===== src/rtl/cx_mac_cxu.sv =====
// cx_mac_cxu: iterative multiply-accumulate CXU with registered response and status.
// Define CX_MAC_STATE_CTX_EN for four accumulators selected by cx_state_id; otherwise a single shared one.
module cx_mac_cxu #(
    parameter int BITS_PER_CYCLE = 4
) (
    input  logic        clk,
    input  logic        rst,
    input  logic        cxu_valid,
    input  logic [2:0]  cxu_func,
    input  logic [31:0] cxu_data0,
    input  logic [31:0] cxu_data1,
    input  logic [1:0]  cx_state_id,
    output logic        cxu_ready,
    output logic [31:0] cxu_response,
    output logic [3:0]  cxu_status
);
    localparam int CYC = 32 / BITS_PER_CYCLE;
`ifdef CX_MAC_STATE_CTX_EN
    localparam int NCTX = 4;
    localparam int SW = 2;
    logic [SW-1:0] sid_in;
    assign sid_in = cx_state_id;
`else
    localparam int NCTX = 1;
    localparam int SW = 1;
    logic [SW-1:0] sid_in;
    logic unused_sid;
    assign sid_in = 1'b0;
    assign unused_sid = ^cx_state_id;
`endif
    typedef enum logic [1:0] {IDLE, BUSY, DONE} state_t;
    state_t        state_q;
    logic [2:0]    func_q;
    logic [SW-1:0] sid_q;
    logic [63:0]   a_q;
    logic [31:0]   b_q;
    logic [63:0]   prod_q;
    logic [5:0]    cnt_q;
    logic          ready_q;
    logic [31:0]   resp_q;
    logic [3:0]    status_q;
    logic [31:0]   acc_q [NCTX];
    logic [2:0]    f;
    logic [SW-1:0] sid;
    logic [31:0]   old;
    logic [63:0]   pp;
    logic [63:0]   prod_d;
    logic [32:0]   sum;
    logic          mul_f;
    logic          fin;
    logic          we;
    logic [31:0]   resp_d;
    logic [31:0]   wdata;
    // In IDLE the live inputs drive the result path so non-multiply funcs finish in one cycle.
    always_comb begin
        f = state_q == IDLE ? cxu_func : func_q;
        sid = state_q == IDLE ? sid_in : sid_q;
        old = acc_q[sid];
        pp = '0;
        for (int i = 0; i < BITS_PER_CYCLE; i++) pp = pp + (b_q[i] ? a_q << i : 64'd0);
        prod_d = prod_q + pp;
        sum = {1'b0, old} + {1'b0, prod_d[31:0]};
        mul_f = f == 3'd0 || f == 3'd1 || f == 3'd5;
        fin = state_q == IDLE ? cxu_valid && !mul_f : state_q == BUSY && cnt_q == 6'd0;
        resp_d = f == 3'd0 ? sum[31:0] : f == 3'd1 ? prod_d[31:0] : f == 3'd5 ? prod_d[63:32] :
                 f < 3'd5 ? old : 32'd0;
        we = fin && (f == 3'd0 || f == 3'd3 || f == 3'd4);
        wdata = f == 3'd0 ? sum[31:0] : f == 3'd3 ? cxu_data0 : 32'd0;
    end
    always_ff @(posedge clk) begin
        if (rst) begin
            state_q <= IDLE;
            func_q <= '0;
            sid_q <= '0;
            a_q <= '0;
            b_q <= '0;
            prod_q <= '0;
            cnt_q <= '0;
            ready_q <= 1'b0;
            resp_q <= '0;
            status_q <= '0;
            for (int i = 0; i < NCTX; i++) acc_q[i] <= '0;
        end else begin
            ready_q <= fin;
            if (fin) begin
                resp_q <= resp_d;
                status_q <= {2'b00, f == 3'd0 && sum[32], f > 3'd5};
            end
            if (we) acc_q[sid] <= wdata;
            case (state_q)
                IDLE: if (cxu_valid) begin
                    func_q <= cxu_func;
                    sid_q <= sid_in;
                    a_q <= {32'd0, cxu_data0};
                    b_q <= cxu_data1;
                    prod_q <= '0;
                    cnt_q <= 6'(CYC - 1);
                    state_q <= mul_f ? BUSY : DONE;
                end
                BUSY: begin
                    prod_q <= prod_d;
                    a_q <= a_q << BITS_PER_CYCLE;
                    b_q <= b_q >> BITS_PER_CYCLE;
                    cnt_q <= cnt_q - 6'd1;
                    if (cnt_q == 6'd0) state_q <= DONE;
                end
                default: state_q <= IDLE;
            endcase
        end
    end
    assign cxu_ready = ready_q;
    assign cxu_response = resp_q;
    assign cxu_status = status_q;
endmodule


===== config.mk =====
export PLATFORM = sky130hd
export DESIGN_NAME = cx_mac_cxu
export DESIGN_NICKNAME = d
export VERILOG_FILES = /design/src/rtl/cx_mac_cxu.sv
export SDC_FILE = /design/constraint.sdc
export NUM_CORES = 1
export LEC_CHECK = 0
export BUFFER_PORTS_ARGS = -buffer_cell sky130_fd_sc_hd__buf_2
export CAP_MARGIN = 20
export CORE_ASPECT_RATIO = 0.7
export CORE_MARGIN = 2
export CORE_UTILIZATION = 60
export CTS_BUF_LIST = sky130_fd_sc_hd__clkbuf_4
export DETAILED_ROUTE_END_ITERATION = 10
export PLACE_DENSITY = 0.78
export SYNTH_ARGS = -nofsm -noshare
export SYNTH_HDL_FRONTEND = slang
export SYNTH_SLANG_ARGS = --single-unit

===== constraint.sdc =====
create_clock -name clk -period 18.1 [get_ports clk]
set_input_delay 3.62 -clock clk [delete_from_list [all_inputs] [get_ports clk]]
set_output_delay 3.62 -clock clk [all_outputs]
set_load 0.05 [all_outputs]

==> results by group, run 1 <==
Clock network
  • CTS-repair resized insts: 0
  • H-tree level count: 3
  • CTS Sinks: 238
  • Root Buffer: clkbuf_4
  • Clock latency on the worst-skew pair: 0.82 ns
  • Clock Tree Buf Depth: 3
  • CTS tree: yes
  • Cts bufs inserted: 68
  • Post-CTS Hold Buffers: 0
  • Clock slew at reported path FFs: 0.08 ns
  • Postcts setup bufs: 0

Drt
  • Drt wl/cell: 22.3 µm
  • Final WL: 71,000 µm
  • Routed Antenna Nets: 0
  • DRT Pass-1 Iters: 8
  • DRT iter0 DRCs: around 2.4k
  • Via density: 6.32
  • DRC: 0
  • Vias: 20.1k

GRT
  • Vias in the first global route: roughly 20k
  • Global-route wire length before repair: about 110,000 µm
  • GRT Overall Usage: 38.4%
  • Initial antenna violation count: 3
  • Global route overflow: 0
  • Largest net degree at the start of global routing: 90

STA
  • Setup TNS: 0 ns
  • Setup Viol. Count Final: 0
  • Clock Skew: 0.0812 ns
  • Final Cycle Share: 45.1%
  • Max_slew headroom: 19.6%
  • Fin crit period: 8.17 ns
  • Final Max Tran Viols: 0
  • Worst-Margin Slew: 1.21 ns
  • Final Hold Fails: 0
  • Unrepaired setup endpoints after global routing: false
  • Fmax: approximately 120 MHz

Status
  • Status: finished clean

Cells and area
  • Final Net Count: 3,010
  • Fraction of layout cells with a size suffix above 1: 10.1%
  • Post-route cell area: 0.0229 mm²
  • # fillers: between 2k and 3k
  • Synth-to-Final Area Change: 7.48%

Setup path
  • CP max stage cell: dfxtp_2
  • Setup crit end kind: flop
  • Setup CP Type: flop to flop
  • Flop-to-flop setup slack: a little under 10 ns
  • Type of origin of the critical path: flop
  • Crit path DAT: 8.80 ns
  • Req. time, crit path: 18.73 ns
  • CP max FO: 42
  • Max stage delay on crit path: 0.74 ns

Die
  • CORE AREA: 0.0349 mm²
  • Die Y: ~160 µm
  • Std-Cell Rows: 57
  • Initial Util: around three fifths
  • I/O pins: 109
  • Die area: 0.0371 mm²
  • Die Width: 229 µm

Synth
  • Number of flops mapped to enable cells by yosys: 32
  • Synth Register Bits: 238
  • Asr flop ratio synth: 0%
  • Netlist cell types: between 80 and 90
  • Area of the mapped netlist: 0.0213 mm²
  • Dominant cell type by area after synthesis: dfxtp_1
  • Synth top area share: 19.3%
  • Synth Instances: 2,619
  • Synth top area cells: dfxtp_1, fa_1, nor2_1, ha_1, and2_1
  • Register area share after synthesis: a little under a quarter
  • Top_reg_cell synth: dfxtp_1
  • Syn avg cell area: 8.15 µm²
  • Yosys warns: 0

Place
  • Detailed placement HPWL: 51,900 µm
  • Placed inst area: 0.0220 mm²
  • GP Congestion: roughly 0.98
  • Port bufs: ~100

Power
  • Total power: approximately 2300 µW
  • Peak VDD IR: 0.0000818 V
  • Leakage: 0.0105 µW
  • Power per cell area: 99.5 mW/mm²

Flow run
  • Max_cap viols: 0

Worst hold path
  • Worst min path class: flop to flop
-- power by group --
group | switching [µW] | internal, µW | total [µW]
registers | 69.8 | 601 | 671
clock network | 266 | 292 | 558
logic | 728 | 328 | 1060
total | 1060 | 1220 | 2280
-- worst max-delay path: cells and delay by family (launching register included) --
kind	cells	cell delay (ns)
xor gates and xnor gates	2	0.69
and+or+nand+nor	8	1.15
AOI/OAI and AO/OA	7	2.00
buffers and inverters	6	0.95
adders and majority gates	6	2.45
DFF	1	0.74
-- layout make-up --
class / instances / area (µm²) / area share [%]
Timing Repair Buffer: 129 / 727 / 3.17
Clock inverter: 27 / 196 / 0.856
Sequential cell: 238 / 5090 / 22.2
Antenna cell: 1 / 2.50 / 0.0109
Tap cell: 472 / 591 / 2.57
Multi-Input combinational cell: 2053 / 15000 / 65.3
Clock buffer: 97 / 728 / 3.17
Inverter: 165 / 621 / 2.70
-- worst paths after layout --
| check | from | to | cells after the start |
|---|---|---|---|
| worst max-delay path | b_q[0]$_SDFFE_PP0P_ | cxu_response[26]$_SDFFE_PP0P_ | 29 |
| worst min-delay path | cxu_response[10]$_SDFFE_PP0P_ | cxu_response[10]$_SDFFE_PP0P_ | 2 |
| worst max register to register | b_q[0]$_SDFFE_PP0P_ | cxu_response[26]$_SDFFE_PP0P_ | 29 |
| worst min register to register | cxu_response[10]$_SDFFE_PP0P_ | cxu_response[10]$_SDFFE_PP0P_ | 2 |
-- synth_stat cells (all sizes together), types with 11 or more instances --
| cell | n |
|---|---|
| o211ai | 15 |
| buf | 25 |
| nand2b | 14 |
| a221oi | 13 |
| nor3 | 65 |
| fa | 185 |
| xnor2 | 62 |
| o21bai | 19 |
| a311oi | 17 |
| or3 | 14 |
| clkbuf | 136 |
| o21a | 15 |
| ha | 98 |
| a22o | 22 |
| and2 | 193 |
| a21o | 55 |
| xor2 | 25 |
| nand4 | 22 |
| edfxtp | 32 |
| inv | 164 |
| a21oi | 194 |
| a211oi | 18 |
| nand2 | 221 |
| a31oi | 17 |
| and3 | 11 |
| nor4 | 16 |
| nor2b | 51 |
| a22oi | 92 |
| o21ai | 93 |
| dfxtp | 206 |
| nand3 | 36 |
| nor2 | 367 |
-- routing by layer --
metal	vias to the layer above	track usage, %	share of wire (%)
met1	9692	55.0	43
li1	9063	-	-
met3	167	13.8	14
met5	-	1.17	0.13
met2	1190	52.9	40
met4	8	14.1	3.4
-- cell families after synthesis --
family / share of synthesized area (%)
fa+ha+maj: 23.1
compound gates: 19.8
xor+xnor: 3.57
simple gates: 22.9
flops: 23.8
mux: 0.481
other cells: 0.0176
buf+inv: 6.28
-- flip-flops by register name, indices dropped and copies added (netlist names) --
signal and count:
b_q 32, func_q 3, cxu_ready 1, cxu_status 2
cnt_q 6, a_q 64, acc_q 32, cxu_response 32
prod_q 64, state_q 2
-- cell usage in the layout (no fill, tap or decap), types with 54 or more instances in the layout --
cell type / netlist / routed
a21oi_1: 194 / 194
o21ai_0: 86 / 86
fa_1: 185 / 185
dfxtp_1: 206 / 200
nor2_1: 367 / 364
and2_1: 191 / 191
a21o_1: 54 / 54
inv_1: 164 / 164
clkbuf_4: 0 / 97
nand2_1: 220 / 220
a22oi_1: 92 / 92
xnor2_1: 62 / 61
nor3_1: 65 / 64
buf_2: 5 / 103
ha_1: 98 / 98
-- through the flow --
stage,instances,setup WS (ns),util [%],hold WS (ns)
2_1_floorplan,2620,11.26,-,0.465
3_3_place_gp,3056,10.19,63.1,0.467
3_5_place_dp,3057,10.18,63.1,0.466
4_1_cts,3181,10.13,65.8,0.478
5_1_grt,3182,9.71,65.8,0.489
6_report,3182,9.93,65.8,0.478
(Power assumes the default switching activity.)
==> inputs of run 2 (changes only) <==
- clock period: 18.1 -> 8.1 ns (I/O delays scaled with it)
==> results by group, run 2 (synthesized netlist as in run 1, its figures left out) <==
GRT
  • GR met3 Demand/Resource: 11.0% (-2.8 points)
  • Largest net degree at the start of global routing: 94 (+4.4%)
  • Initial antenna violation count: 1 (-2)
  • Met1 usage: 56.9% (+2.0 points)
  • GRT Overall Usage: 38.5% (+0.11 points)
  • Met2 usage: 53.5% (+0.69 points)
  • Global route overflow: 0 (unchanged)
  • Layer with the highest usage: met1
  • Global-route wire length before repair: 112,000 µm (+1.2%)
  • Vias in the first global route: 19.8k (+0.66%)

Clock network
  • Clock Tree Buf Depth: 3 (unchanged)
  • CTS-repair resized insts: 0 (unchanged)
  • Postcts setup bufs: 0 (unchanged)
  • H-tree level count: 3 (unchanged)
  • CTS Sinks: 238 (unchanged)
  • Clock latency on the worst-skew pair: 0.81 ns (about the same)
  • Post-CTS Hold Buffers: 0 (unchanged)
  • Clock slew at reported path FFs: 0.08 ns (about the same)
  • Cts bufs inserted: 67 (-1.5%)
  • CTS tree: yes
  • Root Buffer: clkbuf_4

Drt
  • DRT iter0 DRCs: 2,763 (+16%)
  • DRC: 0 (unchanged)
  • DRT Pass-1 Iters: 6 (-2)
  • Drt wl/cell: 22.3 µm (-0.23%)
  • Routed Antenna Nets: 0 (unchanged)
  • Final WL: 70,800 µm (-0.26%)
  • Via density: 6.42 (+1.6%)
  • Vias: 20.4k (+1.5%)

Die
  • I/O pins: 109 (unchanged)
  • Die area: 0.0371 mm² (unchanged)
  • Die Width: 229 µm (unchanged)
  • Initial Util: 61.2% (unchanged)
  • Std-Cell Rows: 57 (unchanged)
  • Die Y: 162 µm (unchanged)
  • CORE AREA: 0.0349 mm² (unchanged)

STA
  • Clock Skew: 0.0574 ns (-0.0238 ns)
  • Max_slew headroom: 24.0% (+4.4 points)
  • Final Hold Fails: 0 (unchanged)
  • Final Worst Setup Slack: 0.708 ns (-9.22 ns)
  • Setup TNS: 0 ns (unchanged)
  • Fmax: 135 MHz (+10%)
  • Unrepaired setup endpoints after global routing: false
  • Final Cycle Share: 91.3% (+46 points)
  • Final Max Tran Viols: 0 (unchanged)
  • Fin crit period: 7.39 ns (-0.775 ns)
  • Worst-Margin Slew: 1.14 ns (-0.0674 ns)
  • Setup Viol. Count Final: 0 (unchanged)

Setup path
  • Req. time, crit path: 8.65 ns (-10.08 ns)
  • Worst r2r path cells: 29 (unchanged)
  • CP max FO: 39 (-7.1%)
  • Crit path from: b_q[1]$_SDFFE_PP0P_
  • Max stage delay on crit path: 0.45 ns (-0.29 ns)
  • Type of origin of the critical path: flop
  • Setup crit end kind: flop
  • Crit path DAT: 7.94 ns (-0.86 ns)
  • CP max stage cell: fa_1
  • Reg2Reg Launch Point: b_q[1]$_SDFFE_PP0P_
  • Worst reg2reg endpoint: acc_q[0][30]$_SDFFCE_PN0P_
  • Setup CP Type: flop to flop
  • Flop-to-flop setup slack: 0.71 ns (-9.22 ns)

Place
  • Placed inst area: 0.0221 mm² (+0.23%)
  • Detailed placement HPWL: 51,900 µm (about the same)
  • Port bufs: 104 (unchanged)
  • DP Cell Count: 3,065 (+0.26%)
  • Setup WS pre-CTS: 0.955 ns (-9.22 ns)
  • GP Congestion: 1.01 (+3.8%)

Cells and area
  • Biggest regs: a_q: 64 flops, prod_q: 64 flops
  • Storage cell area: 0.00509 mm² (unchanged)
  • Fraction of layout cells with a size suffix above 1: 10.2% (+0.12 points)
  • Post-layout util: 65.7% (-0.14 points)
  • Final Net Count: 3,017 (+0.23%)
  • Synth-to-Final Area Change: 7.26%
  • Most common cell after layout, fill and taps aside: nor2_1
  • Post-route cell area: 0.0229 mm² (-0.21%)
  • Multi-input gate area: 0.0150 mm² (about the same)
  • Finished Layout Cells: 3,181 (-0.031%)
  • # fillers: 3,036 (+1.3%)
  • Most frequent cells in the layout: nor2_1, nand2_1, dfxtp_1, a21oi_1, and2_1

Worst hold path
  • Hold path cells: 2 (unchanged)
  • Worst min path class: flop to flop
  • Worst Hold End: cxu_response[10]$_SDFFE_PP0P_
  • Min-delay src: cxu_response[10]$_SDFFE_PP0P_

Power
  • Leakage: 0.0105 µW (-0.16%)
  • Power per cell area: 220 mW/mm² (+120%)
  • Peak VDD IR: 0.000189 V (+130%)

Flow run
  • Max_cap viols: 0 (unchanged)

Status
  • Status: finished clean
-- run 2: layout make-up --
type | instances | area share, %
sequential | 238 | 22.2
antenna | 2 | 0.0219
clock inverter | 22 | 0.585
multi-input combinational | 2053 | 65.5
inverter | 165 | 2.71
tap | 472 | 2.58
clock buffer | 92 | 3.02
timing repair buffer | 137 | 3.38
-- run 2: layer usage --
| layer | share of wire, % | wire length, µm |
|---|---|---|
| met1 | 43 | 30200 |
| met2 | 40 | 28400 |
| met3 | 14 | 9990 |
| met4 | 3.1 | 2220 |
| met5 | 0 | 0 |
-- run 2: where the power goes --
part,total [µW],internal [µW],leakage (µW),switching [µW]
clock network,1160,562,0.000483,601
logic,2360,746,0.00802,1610
registers,1510,1340,0.00202,168
total,5040,2650,0.0105,2380
-- run 2: worst max-delay path: cells and delay by family (launching register included) --
family | cells | cell delay [ns]
AO/OA/AOI/OAI | 11 | 2.38
adder cells (fa/ha/maj) | 6 | 2.22
AND/OR/NAND/NOR | 6 | 1.22
buffers and inverters | 5 | 0.74
flip-flops | 1 | 0.34
XOR/XNOR | 1 | 0.19
-- run 2: stage by stage --
stage	hold slack [ns]	power [µW]
global placement	0.468	3730
global route	0.499	5310
finish	0.479	5040
CTS	0.479	4950
detailed placement	0.469	3800
floorplan	0.465	3130
-- run 2: worst max path at each step --
stage                                             to  cells past startpoint
final                     acc_q[0][30]$_SDFFCE_PN0P_                     29
after floorplan           acc_q[0][30]$_SDFFCE_PN0P_                     30
after global routing      acc_q[0][30]$_SDFFCE_PN0P_                     29
after CTS                 acc_q[0][30]$_SDFFCE_PN0P_                     29
after detailed placement  acc_q[0][30]$_SDFFCE_PN0P_                     29
after global placement    acc_q[0][30]$_SDFFCE_PN0P_                     29
